$ cat config.mk
export PLATFORM = sky130hd
export DESIGN_NAME = alu_seq_flat
export DESIGN_NICKNAME = d
export VERILOG_FILES = /design/src/rtl/alu_seq_if.sv /design/src/rtl/alu_seq.sv /design/src/flat_wrapper.sv
export SDC_FILE = /design/constraint.sdc
export NUM_CORES = 1
export LEC_CHECK = 0
export ABC_AREA = 1
export BUFFER_PORTS_ARGS = -buffer_cell sky130_fd_sc_hd__clkbuf_2
export CORE_MARGIN = 2
export CORE_UTILIZATION = 50
export CTS_CLUSTER_DIAMETER = 50
export DETAILED_ROUTE_END_ITERATION = 8
export GPL_ROUTABILITY_DRIVEN = 0
export PLACE_DENSITY = 0.68
export SYNTH_ARGS = -nofsm -noshare
export SYNTH_HDL_FRONTEND = slang
export SYNTH_SLANG_ARGS = --single-unit
export TNS_END_PERCENT = 100
$ cat constraint.sdc
create_clock -name clk -period 8.57 [get_ports clk]
set_input_delay 0.4285 -clock clk [delete_from_list [all_inputs] [get_ports clk]]
set_output_delay 0.4285 -clock clk [all_outputs]
set_load 0.02 [all_outputs]
$ cat src/rtl/alu_seq_if.sv
// alu_seq_if: operand/result handshake bundle for the sequential ALU.
//   opcode[3:0], a[7:0], b[7:0], in_valid : request from the source
//   in_ready                              : ALU can take a request
//   result[7:0], carry, zero, out_valid   : completed operation
//   out_ready                             : sink takes the result
// The master modport is the source/sink side; slave is the ALU side.
interface alu_seq_if;
    logic [3:0] opcode;
    logic [7:0] a;
    logic [7:0] b;
    logic       in_valid;
    logic       in_ready;
    logic [7:0] result;
    logic       carry;
    logic       zero;
    logic       out_valid;
    logic       out_ready;

    modport master (
        output opcode, a, b, in_valid, out_ready,
        input  in_ready, result, carry, zero, out_valid
    );

    modport slave (
        input  opcode, a, b, in_valid, out_ready,
        output in_ready, result, carry, zero, out_valid
    );
endinterface

$ cat src/rtl/alu_seq.sv
// alu_seq: handshaked 8-bit ALU. One operation is accepted per valid/ready
// transfer in IDLE. Single-cycle opcodes complete on the accept edge; MUL
// (opcode 10) runs eight shift-add cycles. The result and flags are held
// in DONE until the sink takes them.
//   clk : clock, rising edge
//   rst : synchronous active-high reset, highest priority
//   bus : alu_seq_if.slave (opcode/a/b/in_valid in, in_ready out,
//         result/carry/zero/out_valid out, out_ready in)
module alu_seq (
    input  logic        clk,
    input  logic        rst,
    alu_seq_if.slave    bus
);

    typedef enum logic [1:0] {
        ST_IDLE = 2'd0,
        ST_MUL  = 2'd1,
        ST_DONE = 2'd2
    } state_t;

    state_t      state_r;
    logic [7:0]  a_r;
    logic [7:0]  b_r;
    logic [2:0]  k_r;
    logic [15:0] acc_r;
    logic [7:0]  result_r;
    logic        carry_r;
    logic        zero_r;
    logic        out_valid_r;
    logic        in_ready_r;

    logic [8:0]  sum_s;
    logic [7:0]  alu_res_s;
    logic        alu_carry_s;
    logic [15:0] mul_add_s;
    logic [15:0] acc_next_s;

    // Single-cycle result computed straight from the presented operands so it
    // can be loaded on the accept edge.
    always_comb begin
        sum_s       = {1'b0, bus.a} + {1'b0, bus.b};
        alu_res_s   = 8'd0;
        alu_carry_s = 1'b0;
        case (bus.opcode)
            4'd0: begin
                alu_res_s   = sum_s[7:0];
                alu_carry_s = sum_s[8];
            end
            4'd1: begin
                alu_res_s   = bus.a - bus.b;
                alu_carry_s = (bus.a < bus.b);
            end
            4'd2: alu_res_s = bus.a & bus.b;
            4'd3: alu_res_s = bus.a | bus.b;
            4'd4: alu_res_s = bus.a ^ bus.b;
            4'd5: alu_res_s = ~bus.a;
            4'd6: alu_res_s = bus.a << bus.b[2:0];
            4'd7: alu_res_s = bus.a >> bus.b[2:0];
            4'd8: begin
                alu_res_s   = bus.a + 8'd1;
                alu_carry_s = (bus.a == 8'd255);
            end
            4'd9: begin
                alu_res_s   = bus.a - 8'd1;
                alu_carry_s = (bus.a == 8'd0);
            end
            4'd11: alu_res_s = (bus.a < bus.b) ? 8'd1 : 8'd0;
            // MUL is handled by the shift-add path; 12-15 are reserved.
            default: begin
                alu_res_s   = 8'd0;
                alu_carry_s = 1'b0;
            end
        endcase
    end

    // One shift-add step: partial product A<<k when B[k] is set.
    always_comb begin
        mul_add_s = 16'd0;
        if (b_r[k_r]) begin
            mul_add_s = {8'd0, a_r} << k_r;
        end else begin
            mul_add_s = 16'd0;
        end
        acc_next_s = acc_r + mul_add_s;
    end

    // Control FSM with registered result, flags and handshake outputs.
    always_ff @(posedge clk) begin
        if (rst) begin
            state_r     <= ST_IDLE;
            a_r         <= 8'd0;
            b_r         <= 8'd0;
            k_r         <= 3'd0;
            acc_r       <= 16'd0;
            result_r    <= 8'd0;
            carry_r     <= 1'b0;
            zero_r      <= 1'b0;
            out_valid_r <= 1'b0;
            in_ready_r  <= 1'b1;
        end else begin
            case (state_r)
                ST_IDLE: begin
                    if (bus.in_valid && in_ready_r) begin
                        a_r        <= bus.a;
                        b_r        <= bus.b;
                        in_ready_r <= 1'b0;
                        if (bus.opcode == 4'd10) begin
                            acc_r   <= 16'd0;
                            k_r     <= 3'd0;
                            state_r <= ST_MUL;
                        end else begin
                            result_r    <= alu_res_s;
                            carry_r     <= alu_carry_s;
                            zero_r      <= (alu_res_s == 8'd0);
                            out_valid_r <= 1'b1;
                            state_r     <= ST_DONE;
                        end
                    end
                end
                ST_MUL: begin
                    acc_r <= acc_next_s;
                    k_r   <= k_r + 3'd1;
                    // Last step: load the product from the updated accumulator.
                    if (k_r == 3'd7) begin
                        result_r    <= acc_next_s[7:0];
                        carry_r     <= |acc_next_s[15:8];
                        zero_r      <= (acc_next_s[7:0] == 8'd0);
                        out_valid_r <= 1'b1;
                        state_r     <= ST_DONE;
                    end
                end
                ST_DONE: begin
                    if (bus.out_ready) begin
                        out_valid_r <= 1'b0;
                        in_ready_r  <= 1'b1;
                        state_r     <= ST_IDLE;
                    end
                end
                default: begin
                    out_valid_r <= 1'b0;
                    in_ready_r  <= 1'b1;
                    state_r     <= ST_IDLE;
                end
            endcase
        end
    end

    assign bus.result    = result_r;
    assign bus.carry     = carry_r;
    assign bus.zero      = zero_r;
    assign bus.out_valid = out_valid_r;
    assign bus.in_ready  = in_ready_r;

endmodule

$ cat src/flat_wrapper.sv
// flat-port wrapper written by rule: the top's interface ports become plain ports
module alu_seq_flat 
  (clk, rst, bus_opcode, bus_a, bus_b, bus_in_valid, bus_out_ready, bus_in_ready, bus_result, bus_carry, bus_zero, bus_out_valid);
  alu_seq_if bus_i ();
  input  logic clk;
  input  logic rst;
  input wire logic [$bits(bus_i.opcode)-1:0] bus_opcode;
  input wire logic [$bits(bus_i.a)-1:0] bus_a;
  input wire logic [$bits(bus_i.b)-1:0] bus_b;
  input wire logic [$bits(bus_i.in_valid)-1:0] bus_in_valid;
  input wire logic [$bits(bus_i.out_ready)-1:0] bus_out_ready;
  output wire logic [$bits(bus_i.in_ready)-1:0] bus_in_ready;
  output wire logic [$bits(bus_i.result)-1:0] bus_result;
  output wire logic [$bits(bus_i.carry)-1:0] bus_carry;
  output wire logic [$bits(bus_i.zero)-1:0] bus_zero;
  output wire logic [$bits(bus_i.out_valid)-1:0] bus_out_valid;
  assign bus_i.opcode = bus_opcode;
  assign bus_i.a = bus_a;
  assign bus_i.b = bus_b;
  assign bus_i.in_valid = bus_in_valid;
  assign bus_i.out_ready = bus_out_ready;
  assign bus_in_ready = bus_i.in_ready;
  assign bus_result = bus_i.result;
  assign bus_carry = bus_i.carry;
  assign bus_zero = bus_i.zero;
  assign bus_out_valid = bus_i.out_valid;
  alu_seq u_core (.clk(clk), .rst(rst), .bus(bus_i));
endmodule
==> results of run 1 <==
## power by group through the flow
stage / sequential, mW / clock, mW / combinational (mW)
CTS: 0.329 / 0.143 / 0.448
floorplan: 0.351 / 0 / 0.297
global route: 0.338 / 0.150 / 0.514
detailed placement: 0.334 / 0 / 0.445
global placement: 0.333 / 0 / 0.439
finish: 0.330 / 0.138 / 0.454
## critical path, delay by kind of cell, from the launching register on
kind,cells,cell delay [ps]
AND/OR/NAND/NOR,10,900
AO/OA/AOI/OAI,4,840
XOR/XNOR,1,180
buffers and inverters,1,390
flip-flops,1,700
adder cells (fa/ha/maj),2,690
## per-stage QoR
step	util (%)	std cells	instance area (um2)	hold WS, ps
floorplan	-	875	5090	445
global placement	54.4	1020	5340	456
detailed placement	54.4	1020	5340	465
CTS	55.3	1028	5430	418
global route	55.3	1028	5430	444
finish	55.3	1028	5430	422
## flip-flops by register name, indices dropped and copies added (netlist names)
register	cells
u_core.acc_r	16
u_core.a_r	8
u_core.b_r	8
u_core.bus.result	8
u_core.k_r	3
u_core.state_r	2
u_core.bus.carry	1
u_core.bus.in_ready	1
u_core.bus.out_valid	1
u_core.bus.zero	1
## kinds of logic after synthesis
group | Yosys count
DFF | 49
xor gates and xnor gates | 12
buffers and inverters | 120
and+or+nand+nor | 466
AOI/OAI and AO/OA | 180
adders and majority gates | 46
muxes | 2
## cell usage in the layout, fill, tap and decap left out, drive strengths merged, types with 2 or more instances in the layout
cell type  count
o31ai          4
inv           93
clkinvlp       2
o21ai         73
or2            7
fa             3
a31oi          9
nor2          99
xnor2          3
nor3           7
xor2           9
nand3b         3
nand3         78
a21o           2
o21bai         3
clkinv         3
a21boi         2
o211ai         3
nand4         15
o22ai          5
clkbuf        41
nor4           2
ha            43
nand2        254
mux2i          2
dfxtp         49
a21oi         72
## cell type report
type                            count  area [um2]  area share (%)
Inverter                           96         360            6.64
Timing Repair Buffer               36         183            3.36
Multi-Input combinational cell    706        3650            67.3
Clock inverter                      2        15.0           0.277
Clock buffer                        6        72.6            1.34
Sequential cell                    49         981            18.1
Tap cell                          133         166            3.07
## routing by layer
layer,vias to the layer above,GRT usage [%]
met1,2621,44.7
met4,0,6.57
met3,37,5.74
li1,2928,-
met5,-,0
met2,262,42.4
## path summary, 6_finish.rpt
kind / startpoint / endpoint / slack (ps) / cells after the start
max reg2reg: u_core.k_r[0] / u_core.bus.carry / 4760 / 18
max: u_core.k_r[0] / u_core.bus.carry / 4760 / 18
min: bus_b[7] / u_core.b_r[7] / 420 / 3
min reg2reg: u_core.bus.out_valid / u_core.bus.out_valid / 470 / 2
==> impl_results.md, run 1 <==
* Final ANT Viol Nets at 0
* Clk_lat worst skew at 300 ps
* Setup WS pre-CTS at 4810 ps
* CP Cell Sequence: clkinv_1, o21ai_0, o22ai_1, nand2_1, nor3_1, ha_1, fa_1, nand3_1, nand2_1, a21boi_0, nor2_1, nor2_1, xor2_1, nand2_1, nor2_1, nand2_1, nand2_1, a21oi_1
* Synth Instances at 875
* Post-synthesis mux area share at 0.393%
* Max_cap viols at 0
* Die Width at 105 um
* Final Hold Vio Count at 0
* Critical Path End Type: register
* Adder-Cell Fraction of Synth Area at 11.7%
* Clock network fraction of total power at 15.0%
* Mapped Area at 5090 um2
* Max Used Layer: met4
* TritonCTS clock tree: done
* Combinational share of power at 49.2%
* Outcome: complete, no violations
* Power Density at 170 nW/um2
* Fmax at 263 MHz
* Iteration-0 DRC Markers at 611
* Most numerous cell on the critical path: nand2_1
* Critical path type: reg2reg
* Gr ovfl total at 0
* Cts bufs inserted at 5
* Vias at 5,848
* Worst Tran Pin Value at 781 ps
* Worst min path class: in2reg
* Starting Density at 51.9%
* Register share of total power at 35.8%
* Post-CTS setup buffer count at 0
* Asr flop ratio synth at 0%
* Lkg Pwr at 2.81 nW
* Clock sinks at 49
* TritonRoute pass-1 iters at 5
* CP required at 8760 ps
* Mapped Avg Cell Area at 5.82 um2
* Remaining DRCs at 0
* Worst Skew at 7.04 ps
* Largest family of logic cells by synthesized area: simple AND/OR/NAND/NOR gates
* Root buf cell: clkbuf_8
* Total power at 0.923 mW
* Wirelength per Cell at 15.7 um
* Post-Route WL at 16,100 um
* Met1 WL at 7660 um
* Synth top area share at 19.3%
* Peak supply drop at 0.000170 V
* Row Count at 36
* Clock Pin Slew Worst Setup and Hold Paths at 100 ps
* Pint at 0.480 mW
* Dominant cells by area after synthesis: dfxtp_1, nand2_1, ha_1
* Switching pwr at 0.443 mW
* Main synth FF type: dfxtp_1
* Largest area contributor in the netlist: dfxtp_1
* Max FO, Critical Path at 17
* CTS Hold Buffers Added at 0
* Bufs on Longest Clock Path at 2
* H-tree depth at 2
* Slew headroom at 47.9%
* Fillcell total at 1,104
* Met2 routed wirelength at 6440 um
* Unrepaired setup endpoints after global routing: false
* Arrival time worst endpoint at 4000 ps
* Setup crit start kind: register
* Layout cells sized above 1 at 6.93%
* Post-route setup slack at 4760 ps
* Synth Area in Compound Gates at 19.2%
* Vias/cell at 5.69
* # diodes at 0
* Post-cts repair resize count at 0
* Synth Area in Simple Gates at 38.3%
* EDFF count, synth at 0
* Die ar. at 11,000 um2
* Count of final setup violators at 0
* Buffers on Ports at 35
* First-pass GRT wire length at 26,400 um
* Largest net degree at the start of global routing at 34
* Layout Nets at 964
* Tmin final at 3810 ps
* Post-synthesis register bit count at 49
* Switching Fraction at 48.0%
* Synth unique cells at 41
* Area Growth Syn to Fin at 6.61%
* Gr usage total at 29.4%
* Count leader, synth: nand2_1
* Total Neg Setup Slack at 0 ps
* Number of placed I/O pins at 36
* Met3 Routed Length at 1650 um
* Post-Syn Nets at 945
* Detailed-placement wirelength estimate at 12,500 um
* Vias in the first global route at 5,263
* Die height at 105 um
* Worst path slowest cell: dfxtp_1
* Commonest cells in the netlist: nand2_1, nor2_1, inv_1
* Final worst-path cycle share at 44.4%
* Max Slew Vio Count at 0
* Core box area at 9820 um2
* Initial antenna violation count at 0
* Slowest stage delay, CP at 700 ps
* Register area share after synthesis at 19.3%
* Synth Area in XOR/XNOR at 2.06%
* Synth warn at 0
(Power assumes the default switching activity.)
==> run 2: changes to the inputs <==
- PLACE_DENSITY: 0.68 -> 0.71
- clock period: 8.57 -> 3.38 ns (I/O delays scaled with it)
==> impl_results.md, run 2 (synthesis gave the netlist of run 1 again) <==
* Post-route setup slack at 325 ps
* CP top delay family: simple AND/OR/NAND/NOR gates
* Vias in the first global route at 5,493
* Die height at 105 um
* First-pass GRT wire length at 26,500 um
* Fmax at 327 MHz
* CTS Hold Buffers Added at 0
* Commonest non-fill, non-tap cell in the layout: nand2_1
* Critical Path End Type: register
* Lkg Pwr at 2.87 nW
* Count of final setup violators at 0
* Worst setup endpoint: u_core.bus.carry
* R2r setup slk at 330 ps
* Outcome: complete, no violations
* Starting Density at 51.9%
* TritonRoute pass-1 iters at 5
* Total power at 2.48 mW
* Final Hold Vio Count at 0
* Initial antenna violation count at 0
* Setup WS pre-CTS at 311 ps
* Peak supply drop at 0.000420 V
* Hold_ws at 169 ps
* Bufs on Longest Clock Path at 2
* Worst r2r path cells at 18
* Worst reg2reg startpoint: u_core.k_r[0]
* Vias at 6,004
* Flip-flop count of the largest register after layout at 16
* Most frequent cells in the layout: nand2_1, nor2_1, inv_1, nand3_1, a21oi_1
* Largest net degree at the start of global routing at 34
* # diodes at 0
* Cts bufs inserted at 5
* Vias/cell at 5.79
* Core box area at 9820 um2
* Placement Cell Area at 5390 um2
* Arrival time worst endpoint at 3250 ps
* Max Slew Vio Count at 0
* Number of placed I/O pins at 36
* Bufs and invs on worst path at 2
* Detailed-placement wirelength estimate at 12,600 um
* Die Width at 105 um
* H-tree depth at 2
* Gr ovfl total at 0
* Layout cells sized above 1 at 8.52%
* Critical path type: reg2reg
* Worst path slowest cell: dfxtp_1
* Wirelength per Cell at 15.7 um
* CP Depth at 18
* Layout Nets at 973
* Max FO, Critical Path at 9
* Post-Route WL at 16,300 um
* Row Count at 36
* Gr usage total at 29.5%
* Remaining DRCs at 0
* Setup crit start kind: register
* Iteration-0 DRC Markers at 607
* Final ANT Viol Nets at 0
* Slew headroom at 51.0%
* Hold Path Origin: bus_b[6]
* Slowest stage delay, CP at 400 ps
* Clock sinks at 49
* Area Growth Syn to Fin at 9.02%
* Tmin final at 3050 ps
* Worst min path class: in2reg
* Root buf cell: clkbuf_8
* TritonCTS clock tree: done
* Top reg by flops: u_core.acc_r
* CP Cell Sequence: clkinvlp_4, o21ai_0, o22ai_1, nand2_1, nand2_1, o21ai_0, inv_1, ha_1, nand2_1, o21ai_0, nand2_1, nand4_1, xor2_1, nand2_1, nor2_1, nand2_1, nand2_1, a21oi_1
* Die ar. at 11,000 um2
* Worst Tran Pin Value at 735 ps
* Reg2reg end: u_core.bus.carry
* CP required at 3580 ps
* Worst Skew at 7.75 ps
* Buffers on Ports at 35
* CP startpoint: u_core.k_r[0]
* Final worst-path cycle share at 90.4%
* Clk_lat worst skew at 310 ps
* Power Density at 446 nW/um2
* Max_cap viols at 0
* Most numerous cell on the critical path: nand2_1
* Final instance area at 5550 um2
* Clock Pin Slew Worst Setup and Hold Paths at 100 ps
run 2: cell types whose count changed in the layout (fill, tap and decap cells not counted), sizes merged:
cell    delta
bufinv     +1
clkinv     -1
buf        +9
run 2: routing by layer:
| metal | track usage [%] | share of wire [%] | vias to the layer above |
|---|---|---|---|
| li1 | - | - | 2941 |
| met1 | 41.8 | 45 | 2750 |
| met2 | 46.2 | 43 | 283 |
| met3 | 5.18 | 9.5 | 30 |
| met4 | 7.71 | 2.3 | 0 |
| met5 | 0 | 0 | - |
run 2: layout make-up:
cell class	instances	area [um2]
fillers	1047	4270
flip-flops and latches	49	981
inverters	96	364
multi-input cells	706	3670
clock buffers	6	82.6
well taps	133	166
clock inverters	2	37.5
repair buffers	45	254
run 2: where the power goes:
part,switching (mW),internal [mW],total [mW]
registers,0.0980,0.728,0.826
clock network,0.212,0.241,0.453
logic,0.826,0.371,1.20
run 2: worst min-delay path: cells and delay by family:
family | cells | cell delay [ps]
buffers and inverters | 2 | 190
AO/OA/AOI/OAI | 1 | 70
run 2: what timing repair did:
item / in CTS / in global routing
setup endpoints to repair: 0 / 5
buffers inserted: 0 / 2
gates resized for setup: 0 / 9
run 2: metrics by stage:
stage                     TNS, ps  util, %  cells
after floorplan                 0        -    875
after global placement          0     54.9   1027
after detailed placement        0     54.9   1027
after CTS                       0     56.2   1035
after global routing        -18.3     56.5   1037
final                           0     56.5   1037
run 2: worst min-delay path by stage:
stage | end | slack (ps) | cells after the start
4_1_cts | u_core.b_r[6] | 170 | 3
5_1_grt | u_core.b_r[4] | 190 | 3
6_report | u_core.b_r[6] | 170 | 3
3_5_place_dp | u_core.acc_r[13] | 460 | 2
2_1_floorplan | u_core.b_r[7] | 350 | 2
3_3_place_gp | u_core.acc_r[8] | 460 | 2
==> run 3: changes to the inputs <==
- RECOVER_POWER: default -> 100
==> impl_results.md, run 3 (synthesis gave the netlist of run 1 again) <==
* CP required at 3570 ps
* Remaining DRCs at 0
* Multi-input gate area at 3670 um2
* Gr ovfl total at 0
* TritonRoute pass-1 iters at 6
* CP Cell Sequence: clkinvlp_4, o21ai_0, o22ai_1, nand2_1, nand2_1, o21ai_0, inv_1, ha_1, nand2_1, o21ai_0, nand2_1, nand4_1, xor2_1, nand2_1, nor2_1, nand2_1, nand2_1, a21oi_1
* Most numerous cell on the critical path: nand2_1
* Commonest non-fill, non-tap cell in the layout: nand2_1
* Die ar. at 11,000 um2
* Largest net degree at the start of global routing at 34
* Starting Density at 51.9%
* Iteration-0 DRC Markers at 589
* Root buf cell: clkbuf_8
* Setup crit start kind: register
* Final worst-path cycle share at 90.7%
* CP top delay family: simple AND/OR/NAND/NOR gates
* Clock Pin Slew Worst Setup and Hold Paths at 100 ps
* Max FO, Critical Path at 9
* Max_cap viols at 0
* Worst Tran Pin Value at 1100 ps
* Fmax at 326 MHz
* Die height at 105 um
* First-pass GRT wire length at 26,500 um
* Final ANT Viol Nets at 0
* Number of placed I/O pins at 36
* Die Width at 105 um
* Layout Nets at 973
* TritonCTS clock tree: done
* Bufs on Longest Clock Path at 2
* Top reg by flops: u_core.acc_r
* Layout cells sized above 1 at 6.97%
* Critical Path End Type: register
* Slowest stage delay, CP at 400 ps
* Worst Skew at 5.73 ps
* H-tree depth at 2
* Placement Cell Area at 5390 um2
* Slew headroom at 26.4%
* Vias in the first global route at 5,493
* Fillcell total at 1,051
* Core box area at 9820 um2
* Peak supply drop at 0.000405 V
* Lkg Pwr at 2.83 nW
* Storage cell area at 981 um2
* CTS Hold Buffers Added at 0
* Row Count at 36
* Clock sinks at 49
* Initial antenna violation count at 0
* Worst min path class: in2reg
* Tmin final at 3060 ps
* Clk_lat worst skew at 310 ps
* Critical path type: reg2reg
* # diodes at 0
* Power Density at 443 nW/um2
* Vias at 5,987
* Cts bufs inserted at 5
* Area Growth Syn to Fin at 8.62%
* Bufs and invs on worst path at 2
* Flip-flop count of the largest register after layout at 16
* Most frequent cells in the layout: nand2_1, nor2_1, inv_1, nand3_1, a21oi_1
* Wirelength per Cell at 15.7 um
* Vias/cell at 5.77
* Detailed-placement wirelength estimate at 12,600 um
* R2r setup slk at 320 ps
* Total power at 2.45 mW
* Final Hold Vio Count at 0
* Post-Route WL at 16,200 um
* Arrival time worst endpoint at 3260 ps
* Gr usage total at 29.5%
* Final instance area at 5530 um2
* Worst path slowest cell: dfxtp_1
* Outcome: complete, no violations
* Count of final setup violators at 0
* Max Slew Vio Count at 0
* Buffers on Ports at 35
[run 3: changes by cell type in the layout (fill, tap and decap cells not counted), sizes merged]
cell and change:
clkbuf +1, buf -1
[run 3: report_power, final]
group | switching [mW] | total [mW] | internal [mW]
Sequential | 0.0970 | 0.826 | 0.729
Clock | 0.211 | 0.452 | 0.241
Combinational | 0.824 | 1.17 | 0.350
[run 3: tightest hold or removal path, cell delays in order]
cell	delay, ps
clkbuf_2	90
inv_1	100
a21oi_1	70
[run 3: layout make-up]
cell class / instances / share of cell area [%]
clock buffers: 6 / 1.49
flip-flops and latches: 49 / 17.7
well taps: 133 / 3.01
multi-input cells: 706 / 66.3
clock inverters: 2 / 0.679
inverters: 96 / 6.58
repair buffers: 45 / 4.23
[run 3: metrics by stage]
| step | cells | worst slack, ps | setup TNS, ps | hold WS, ps | util [%] |
|---|---|---|---|---|---|
| 6_report | 1037 | 316 | 0 | 169 | 56.3 |
| 5_1_grt | 1037 | -18.3 | -18.3 | 194 | 56.3 |
| 4_1_cts | 1035 | 299 | 0 | 173 | 56.2 |
| 3_5_place_dp | 1027 | 311 | 0 | 464 | 54.9 |
| 3_3_place_gp | 1027 | 328 | 0 | 458 | 54.9 |
| 2_1_floorplan | 875 | 274 | 0 | 348 | - |
[run 3: path summary, 6_finish.rpt]
| path | from | end | cells past startpoint |
|---|---|---|---|
| worst max-delay path | u_core.k_r[0] | u_core.bus.carry | 18 |
| worst min-delay path | bus_b[6] | u_core.b_r[6] | 3 |
| worst max register to register | u_core.k_r[0] | u_core.bus.carry | 18 |
| worst min register to register | u_core.acc_r[13] | u_core.acc_r[13] | 2 |
[run 3: repair_timing]
item / CTS / global route
setup buffers: 0 / 2
resized for setup: 0 / 9
endpoints found under the setup margin: 0 / 5
[run 3: metal layers]
layer / up-vias / GRT usage, % / routed length (um)
li1: 2942 / - / -
met1: 2726 / 41.8 / 7250
met2: 275 / 46.2 / 7010
met3: 44 / 5.18 / 1570
met4: 0 / 7.71 / 408
met5: - / 0 / 0
